[src/rtl/op_pkg.sv]
// Shared op encodings and dispatcher state type, common to the switch decoder
// and the op dispatcher.
package op_pkg;

  localparam int unsigned NUM_OPS = 5;

  typedef enum logic [2:0] {
    OP_NONE      = 3'd0,
    OP_MAT_INPUT = 3'd1,
    OP_GEN       = 3'd2,
    OP_SHOW      = 3'd3,
    OP_CALC      = 3'd4,
    OP_SETTINGS  = 3'd5
  } op_t;

  typedef enum logic [1:0] {
    IDLE,
    LAUNCH,
    RUN
  } disp_state_t;

  // Bit k set for op code k+1; codes 0, 6 and 7 map to all-zero.
  function automatic logic [NUM_OPS-1:0] op_onehot(input logic [2:0] code);
    logic [NUM_OPS-1:0] v;
    v = '0;
    for (int unsigned k = 0; k < NUM_OPS; k++) begin
      if (code == 3'(k + 1)) v[k] = 1'b1;
    end
    return v;
  endfunction

  function automatic logic op_is_valid(input logic [2:0] code);
    return (code >= 3'(OP_MAT_INPUT)) && (code <= 3'(OP_SETTINGS));
  endfunction

endpackage

[src/rtl/op_stabilizer.sv]
// Hold filter: accepts op as stable_op once it has stayed unchanged for
// STABLE_CYCLES consecutive cycles.
module op_stabilizer
  import op_pkg::*;
#(
  parameter int unsigned STABLE_CYCLES = 16
) (
  input  logic       clk,
  input  logic       rst,
  input  logic [2:0] op,
  output logic [2:0] stable_op,
  output logic       stable
);

  localparam int unsigned CW = $clog2(STABLE_CYCLES + 1);
  localparam logic [CW-1:0] CMAX = CW'(STABLE_CYCLES);

  logic [2:0]    prev_op;
  logic [CW-1:0] cnt;
  logic [CW-1:0] cnt_n;

  always_comb begin
    cnt_n = cnt;
    if (op != prev_op) begin
      cnt_n = '0;
    end else if (cnt != CMAX) begin
      cnt_n = cnt + CW'(1);
    end
  end

  // stable is registered alongside the counter so it tracks cnt_n exactly.
  always_ff @(posedge clk) begin
    if (rst) begin
      prev_op   <= '0;
      cnt       <= '0;
      stable_op <= '0;
      stable    <= 1'b0;
    end else begin
      prev_op <= op;
      cnt     <= cnt_n;
      stable  <= (cnt_n == CMAX);
      if (cnt_n == CMAX) stable_op <= op;
    end
  end

endmodule

[src/rtl/op_dispatcher.sv]
// Launches the selected functional unit on confirm and tracks it until done,
// abort, op change or timeout. All outputs are registered.
module op_dispatcher
  import op_pkg::*;
#(
  parameter int unsigned STABLE_CYCLES  = 16,
  parameter int unsigned TIMEOUT_CYCLES = 0,
  parameter int unsigned CNT_W          = 32
) (
  input  logic               clk,
  input  logic               rst,
  input  logic [2:0]         op,
  input  logic               confirm,
  input  logic               abort,
  input  logic [NUM_OPS-1:0] done_i,
  output logic [NUM_OPS-1:0] start_o,
  output logic [2:0]         active_op,
  output logic               busy,
  output logic               done_o,
  output logic               abort_o,
  output logic               err_invalid,
  output logic               err_timeout
);

  localparam logic [CNT_W-1:0] TO_LAST =
    (TIMEOUT_CYCLES == 0) ? '0 : CNT_W'(TIMEOUT_CYCLES - 1);

  logic [2:0] stable_op;
  logic       stable;

  op_stabilizer #(
    .STABLE_CYCLES(STABLE_CYCLES)
  ) u_stab (
    .clk      (clk),
    .rst      (rst),
    .op       (op),
    .stable_op(stable_op),
    .stable   (stable)
  );

  disp_state_t        state, state_n;
  logic [CNT_W-1:0]   tcnt, tcnt_n;
  logic [NUM_OPS-1:0] start_n;
  logic [2:0]         active_n;
  logic               busy_n, done_n, abort_n, err_inv_n, err_to_n;

  always_comb begin
    state_n   = state;
    tcnt_n    = tcnt;
    start_n   = '0;
    active_n  = active_op;
    busy_n    = busy;
    done_n    = 1'b0;
    abort_n   = 1'b0;
    err_inv_n = 1'b0;
    err_to_n  = 1'b0;
    case (state)
      IDLE: begin
        busy_n   = 1'b0;
        active_n = '0;
        if (confirm) begin
          if (stable && op_is_valid(stable_op)) begin
            state_n  = LAUNCH;
            active_n = stable_op;
            start_n  = op_onehot(stable_op);
            busy_n   = 1'b1;
          end else begin
            err_inv_n = 1'b1;
          end
        end
      end
      LAUNCH: begin
        state_n = RUN;
        busy_n  = 1'b1;
        tcnt_n  = '0;
      end
      RUN: begin
        busy_n = 1'b1;
        // Exit priority: completion, then cancel/op change, then timeout.
        if (|(done_i & op_onehot(active_op))) begin
          done_n   = 1'b1;
          state_n  = IDLE;
          busy_n   = 1'b0;
          active_n = '0;
        end else if (abort || (stable && (stable_op != active_op))) begin
          abort_n  = 1'b1;
          state_n  = IDLE;
          busy_n   = 1'b0;
          active_n = '0;
        end else if ((TIMEOUT_CYCLES != 0) && (tcnt == TO_LAST)) begin
          err_to_n = 1'b1;
          state_n  = IDLE;
          busy_n   = 1'b0;
          active_n = '0;
        end else begin
          tcnt_n = tcnt + CNT_W'(1);
        end
      end
      default: begin
        state_n  = IDLE;
        busy_n   = 1'b0;
        active_n = '0;
      end
    endcase
  end

  always_ff @(posedge clk) begin
    if (rst) begin
      state       <= IDLE;
      tcnt        <= '0;
      start_o     <= '0;
      active_op   <= '0;
      busy        <= 1'b0;
      done_o      <= 1'b0;
      abort_o     <= 1'b0;
      err_invalid <= 1'b0;
      err_timeout <= 1'b0;
    end else begin
      state       <= state_n;
      tcnt        <= tcnt_n;
      start_o     <= start_n;
      active_op   <= active_n;
      busy        <= busy_n;
      done_o      <= done_n;
      abort_o     <= abort_n;
      err_invalid <= err_inv_n;
      err_timeout <= err_to_n;
    end
  end

endmodule

[config.mk]
export PLATFORM = sky130hd
export DESIGN_NAME = op_dispatcher
export DESIGN_NICKNAME = d
export VERILOG_FILES = /design/src/rtl/op_pkg.sv /design/src/rtl/op_stabilizer.sv /design/src/rtl/op_dispatcher.sv
export SDC_FILE = /design/constraint.sdc
export NUM_CORES = 1
export LEC_CHECK = 0
export CAP_MARGIN = 30
export CORE_MARGIN = 2
export CORE_UTILIZATION = 50
export CTS_CLUSTER_DIAMETER = 100
export DETAILED_ROUTE_END_ITERATION = 10
export PLACE_DENSITY = 0.9
export SLEW_MARGIN = 20
export SYNTH_ARGS = -nofsm -noshare
export SYNTH_HDL_FRONTEND = slang
export SYNTH_SLANG_ARGS = --single-unit
[constraint.sdc]
create_clock -name clk -period 2.5 [get_ports clk]
set_clock_uncertainty 0.1 [all_clocks]
set_input_delay 0.5 -clock clk [delete_from_list [all_inputs] [get_ports clk]]
set_output_delay 0.5 -clock clk [all_outputs]
set_load 0.01 [all_outputs]
==> summary.txt <==
Place
  • I/O Buffers: 23
  • Setup WS pre-CTS: 0.262 ns
  • GP Congestion: 0.712
  • Detailed-placement wirelength estimate: 1500 um

Synthesis
  • Post-synthesis cell count: 104
  • Synth Warn #: 0
  • Simple-gate portion of the synthesized area: 0.254
  • Sequential area share after synthesis: 0.495
  • Synth Cell Area: 0.00105 mm2
  • Synth Register Bits: 26
  • Largest family of logic cells by synthesized area: simple AND/OR/NAND/NOR gates
  • Yosys cell types: 33
  • XOR/XNOR Fraction of Synth Area: 0.0750
  • Multiplexer area fraction after synthesis: 0.0524
  • Adder-cell share of the synthesized area: 0.0238
  • Compound-cell area share of the yosys netlist: 0.0655
  • Synthesized area per cell: 10.1 um2
  • Syn_nets: 118

Clock network
  • CTS Root Cell: clkbuf_4
  • # clock sinks: 26
  • Clock Latency Late Sink: 0.30 ns
  • Post-CTS sizing: 0
  • CTS Buf Count: 3
  • Clock Tree Buf Depth: 2
  • Post-CTS Setup Bufs: 0
  • Hold buffer count at cts: 0
  • Worst-path clk slew: 0.12 ns
  • CTS tree: done
  • Depth of the CTS H-tree: 1

Finish
  • Fillers: 161
  • Share of layout cells above drive strength 1: 0.0787
  • Final net count: 143
  • Area grow syn2layout: 26.0%
  • Number of diodes: 0

STA
  • Setup tns final: 0 ns
  • Tmin final: 1.99 ns
  • Max_slew headroom: 0.653
  • Fmax: 0.502 GHz
  • Unrepaired setup endpoints after global routing: false
  • Worst-Margin Slew: 0.514 ns
  • Post-route setup slack: 0.506 ns
  • Final slew viol count: 0
  • Hold Violations, Final: 0
  • Tcrit/Tclk final: 0.797
  • Final Setup Violations: 0

Pwr
  • Leak: 0.485 nW
  • IR drop worst, VDD: 0.346 mV
  • PD cells: 473 mW/mm2

Global route
  • Initial antenna violation count: 0
  • First-pass GRT wire length: 3310 um
  • Remaining Overflow, GRT: 0
  • Vias in the first global route: 764
  • Largest net degree at the start of global routing: 14
  • Overall routing resource usage: 0.175

Critical path
  • WP data required: 1.90 ns
  • Critical path cell sequence: clkdlybuf4s50_1
  • Buffers & Inverters on Critical Path: 1
  • Slowest CP cell: clkdlybuf4s50_1
  • Cell family with most CP delay: buffers and inverters
  • Worst path max stage delay: 0.59 ns
  • CP Data Arrival Time: 1.39 ns
  • Worst Setup Path Type: flop to output pin
  • Crit Path Max Fanout: 7
  • CP Capture Type: output pin
  • Startpoint type of the worst setup path: flop

Floorplanning
  • Row count: 16
  • Initial Utilization: 0.530
  • Die span in x: 49.8 um
  • # IOs: 25
  • Height of the die: 49.8 um
  • Die Area: 0.00248 mm2
  • Core area: 0.00198 mm2

Detailed routing
  • DRC: 0
  • Final antenna-violating net count: 0
  • Vias: 767
  • First drt pass iteration count: 4
  • DRT iter0 DRCs: 9
  • Final WL: 1870 um
  • Avg WL per Cell: 12.2 um
  • DR vias/cell: 4.98

Hold path
  • Worst Hold Class: flop to flop

Status
  • Status: finished, final reports clean

Run
  • Maximum Capacitance Violations: 0
-- registers in the layout (all words and copies together) (netlist names) --
register,flops
err_invalid,1
state,2
u_stab.cnt,5
active_op,3
start_o,5
done_o,1
abort_o,1
busy,1
u_stab.stable,1
u_stab.stable_op,3
u_stab.prev_op,3
-- per-stage QoR --
| stage | area, um2 | std cells | util | total power [mW] | hold WS (ns) |
|---|---|---|---|---|---|
| 2_1_floorplan | 1050 | 104 | - | 0.449 | 0.363 |
| 3_3_place_gp | 1300 | 151 | 0.657 | 0.471 | 0.414 |
| 6_report | 1320 | 154 | 0.668 | 0.626 | 0.422 |
| 5_1_grt | 1320 | 154 | 0.668 | 0.656 | 0.498 |
| 4_1_cts | 1320 | 154 | 0.668 | 0.633 | 0.419 |
| 3_5_place_dp | 1300 | 151 | 0.657 | 0.472 | 0.404 |
-- cell usage after synthesis, drive strengths merged --
| library cell | number | area share |
|---|---|---|
| or2 | 2 | 0.012 |
| nand3b | 2 | 0.014 |
| mux2 | 4 | 0.043 |
| nor2b | 8 | 0.048 |
| nor3 | 6 | 0.029 |
| a21boi | 1 | 0.0071 |
| a32o | 1 | 0.011 |
| a21o | 1 | 0.0071 |
| nand2b | 2 | 0.012 |
| buf | 3 | 0.017 |
| dfxtp | 26 | 0.50 |
| nor2 | 10 | 0.036 |
| inv | 3 | 0.011 |
| clkbuf | 1 | 0.0036 |
| nor3b | 2 | 0.019 |
| xor2 | 2 | 0.017 |
| nand3 | 6 | 0.033 |
| xnor2 | 7 | 0.058 |
| o21ai | 1 | 0.0048 |
| ha | 2 | 0.024 |
| a21oi | 4 | 0.019 |
| mux2i | 1 | 0.0095 |
| and4b | 1 | 0.0095 |
| nor4b | 2 | 0.031 |
| o2bb2ai | 2 | 0.017 |
| conb | 1 | 0.0036 |
| nand2 | 3 | 0.011 |
-- worst paths after layout --
| check | start | to | slack [ns] | depth (start not counted) |
|---|---|---|---|---|
| worst max-delay path | active_op[0] | active_op[0] | 0.51 | 1 |
| worst min-delay path | u_stab.stable | err_invalid | 0.42 | 1 |
| worst max register to register | u_stab.cnt[0] | u_stab.stable_op[2] | 0.65 | 6 |
| worst min register to register | u_stab.stable | err_invalid | 0.42 | 1 |
-- layer usage --
metal  track usage  vias up  wire [um]
li1              -      399          -
met1         0.220      347        817
met2         0.282       17        943
met3        0.0303        4         74
met4        0.0972        0         38
met5             0        -          0
-- power breakdown --
group          switching (mW)  internal [mW]  leakage, nW
clock                   0.107         0.0562       0.0138
combinational          0.0162         0.0258        0.261
sequential            0.00199          0.418        0.211
-- logic make-up (layout without fill, tap and decap cells) --
group | count (synthesis) | after routing
AOI/OAI and AO/OA | 10 | 10
adders and majority gates | 2 | 2
and+or+nand+nor | 44 | 44
other | 1 | 1
xor gates and xnor gates | 9 | 9
DFF | 26 | 26
muxes | 5 | 5
buffers and inverters | 7 | 30
-- area by class of cell --
| type | count | area (um2) | area share |
|---|---|---|---|
| inverter | 3 | 11.3 | 0.00851 |
| clock buffer | 3 | 22.5 | 0.0170 |
| multi-input combinational | 71 | 498 | 0.376 |
| timing repair buffer | 24 | 238 | 0.180 |
| tap | 27 | 33.8 | 0.0255 |
| sequential | 26 | 520 | 0.393 |
-- placed cells by master (no fill, tap or decap), drive strengths merged, types with 4 or more instances in the layout --
cell	n
a21oi	4
clkdlybuf4s50	23
dfxtp	26
mux2	4
nand3	6
nor2	10
nor2b	8
nor3	6
xnor2	7
No activity file was read; power rests on OpenSTA's default activity.
==> patch (same flow settings) <==
The 3 states of `disp_state_t` get a one-hot encoding in 3 bits.
--- a/src/rtl/op_pkg.sv
+++ b/src/rtl/op_pkg.sv
@@ -13,10 +13,10 @@
     OP_SETTINGS  = 3'd5
   } op_t;
 
-  typedef enum logic [1:0] {
-    IDLE,
-    LAUNCH,
-    RUN
+  typedef enum logic [2:0] {
+    IDLE   = 3'b001,
+    LAUNCH = 3'b010,
+    RUN    = 3'b100
   } disp_state_t;
 
   // Bit k set for op code k+1; codes 0, 6 and 7 map to all-zero.
Function: same outputs for any inputs over 10 cycles, from zero or initial values and one cycle with rst high; not proved beyond that.
==> patch against the unedited design <==
Synthesized cell count is 21% higher. Global-route usage is 0.96 points higher. Register-to-register slack worse by 0.18 ns. Routed wire length is 24% higher. Sequential cell count is 1 higher. Via count is 26% higher. Power is 6.5% higher. Worst setup slack worse by 0.036 ns. Final area is 14% higher. Synthesized area is 17% higher. Non-clock buffer count is 1 lower. Cell count is 14% higher. Sequential share of layout area is 3.3 points lower. Count of clock-buffer cells in the layout stayed put. Largest cell class is now multi-input combinational cells.
==> patch: results <==
group,metric,value,unit
outcome,status,"complete, no violations",
global_routing,grt_first_pass_wirelength,3.795,mm
layout,num-nets-final,163,
layout,antenna_cells,0,
placed_design,dp_hpwl,1.791,mm
critical_path,slowest_delay,0.40,ns
routing,routed_wl,2.325,mm
hold_path,hold_path.class,"flop to flop",
global_routing,antenna_found_initial,0,
global_routing,gr-usage-all-layers,18.42,%
synth,synth_cell_types,43,
timing,tightest_slew,0.6482,ns
critical_path,rr_startpoint,"u_stab.cnt[0]",
global_routing,grt_max_degree,20,
routing,viasPerCell,5.506,
routing,drt_pre_antenna_iters,4,
critical_path,critPathMaxFanout,6,
critical_path,arrival,2.15,ns
critical_path,reg2reg_setup_slack,0.47,ns
critical_path,rr_endpoint,"u_stab.stable_op[2]",
synth,ys.warnings.count,0,
hold_path,holdPathStages,2,
synth,seq_area_frac_synth,43.81,%
synth,synthTopCellsByArea,"dfxtp_1, nor2b_1, mux2_4",
placed_design,dpl_cell_area,1475,µm²
cts,cts-htree-levels,1,
power,p_leak,0.5119,nW
hold_path,hold_end,"done_o",
critical_path,cp_top_family,"flip-flops",
synth,async_flop_share,0,%
cts,ctsRootBufferMaster,"clkbuf_4",
synth,yosys-top-cells-count,"dfxtp_1, nor2_1, nor2b_1",
power,ir_worst_vdd,0.4375,mV
hold_path,worstHoldStart,"state[2]",
global_routing,grt_pass1_vias,951,
critical_path,cp_slowest_cell,"dfxtp_1",
routing,first_iter_violations,15,
timing,hold-worst-slack,0.4608,ns
cts,cts_resized,0,
placed_design,gp_congestion,0.7881,
layout,drive_gt1_share,10.14,%
cts,insertion_delay,0.32,ns
cts,path_clk_slew,0.14,ns
critical_path,worstRegToRegCells,7,
cts,cts-buffers-inserted,3,
placed_design,port_buffers,23,
synth,synth_nets,140,
-- patch: area by class of cell --
cell class	instances	area (µm²)
fill	182	773.2
tap	28	35.03
timing repair buffer	23	230.2
clock buffer	3	22.52
inverter	5	18.77
multi-input combinational	89	650.6
clock inverter	1	5.005
sequential	27	540.5
-- patch: how the worst max path moves through the flow --
stage,startpoint,to,slack [ns],cells after the start
6_report,u_stab.cnt[0],u_stab.stable_op[2],0.47,7
5_1_grt,u_stab.cnt[0],u_stab.stable_op[0],0.34,7
4_1_cts,u_stab.cnt[0],u_stab.stable_op[2],0.47,7
3_5_place_dp,op[1],u_stab.stable_op[1],0.19,6
3_3_place_gp,op[1],u_stab.stable_op[0],0.25,6
2_1_floorplan,u_stab.cnt[0],u_stab.stable_op[0],0.66,7
-- patch: metal layers --
layer  vias up  part of all wire [%]  track usage, %
li1        485                     -               -
met1       456                    41           18.23
met2        24                    52           35.77
met3         4                   5.6           3.333
met4         0                   1.2           9.402
met5         -                     0               0
-- patch: worst reg2reg max path, cell delays in order, from the launching register on --
cell      delay [ns]
dfxtp_1         0.40
inv_1           0.13
ha_1            0.23
nand3b_4        0.10
o32ai_2         0.24
a31oi_2         0.11
nor3_4          0.30
mux2_4          0.32
-- patch: per-stage QoR --
| stage | worst slack, ns | instances |
|---|---|---|
| floorplan | 0.6605 | 126 |
| global placement | 0.2490 | 172 |
| detailed placement | 0.1902 | 172 |
| CTS | 0.4685 | 176 |
| global route | 0.3366 | 176 |
| finish | 0.4701 | 176 |
-- patch: logic make-up (layout without fill, tap and decap cells) --
family | count (synthesis) | after routing | synth area share (%)
AND/OR/NAND/NOR | 50 | 50 | 25.15
flip-flops | 27 | 27 | 43.81
AO/OA/AOI/OAI | 22 | 22 | 13.69
XOR/XNOR | 10 | 10 | 7.099
buffers and inverters | 10 | 32 | 3.448
multiplexers | 4 | 4 | 4.462
adder cells (fa/ha/maj) | 2 | 2 | 2.028
other | 1 | 1 | 0.3040
-- patch: power by group --
group	total, mW	switching (mW)	internal (mW)
combinational	0.0468	0.0215	0.0253
sequential	0.438	0.00294	0.435
clock	0.183	0.123	0.0599
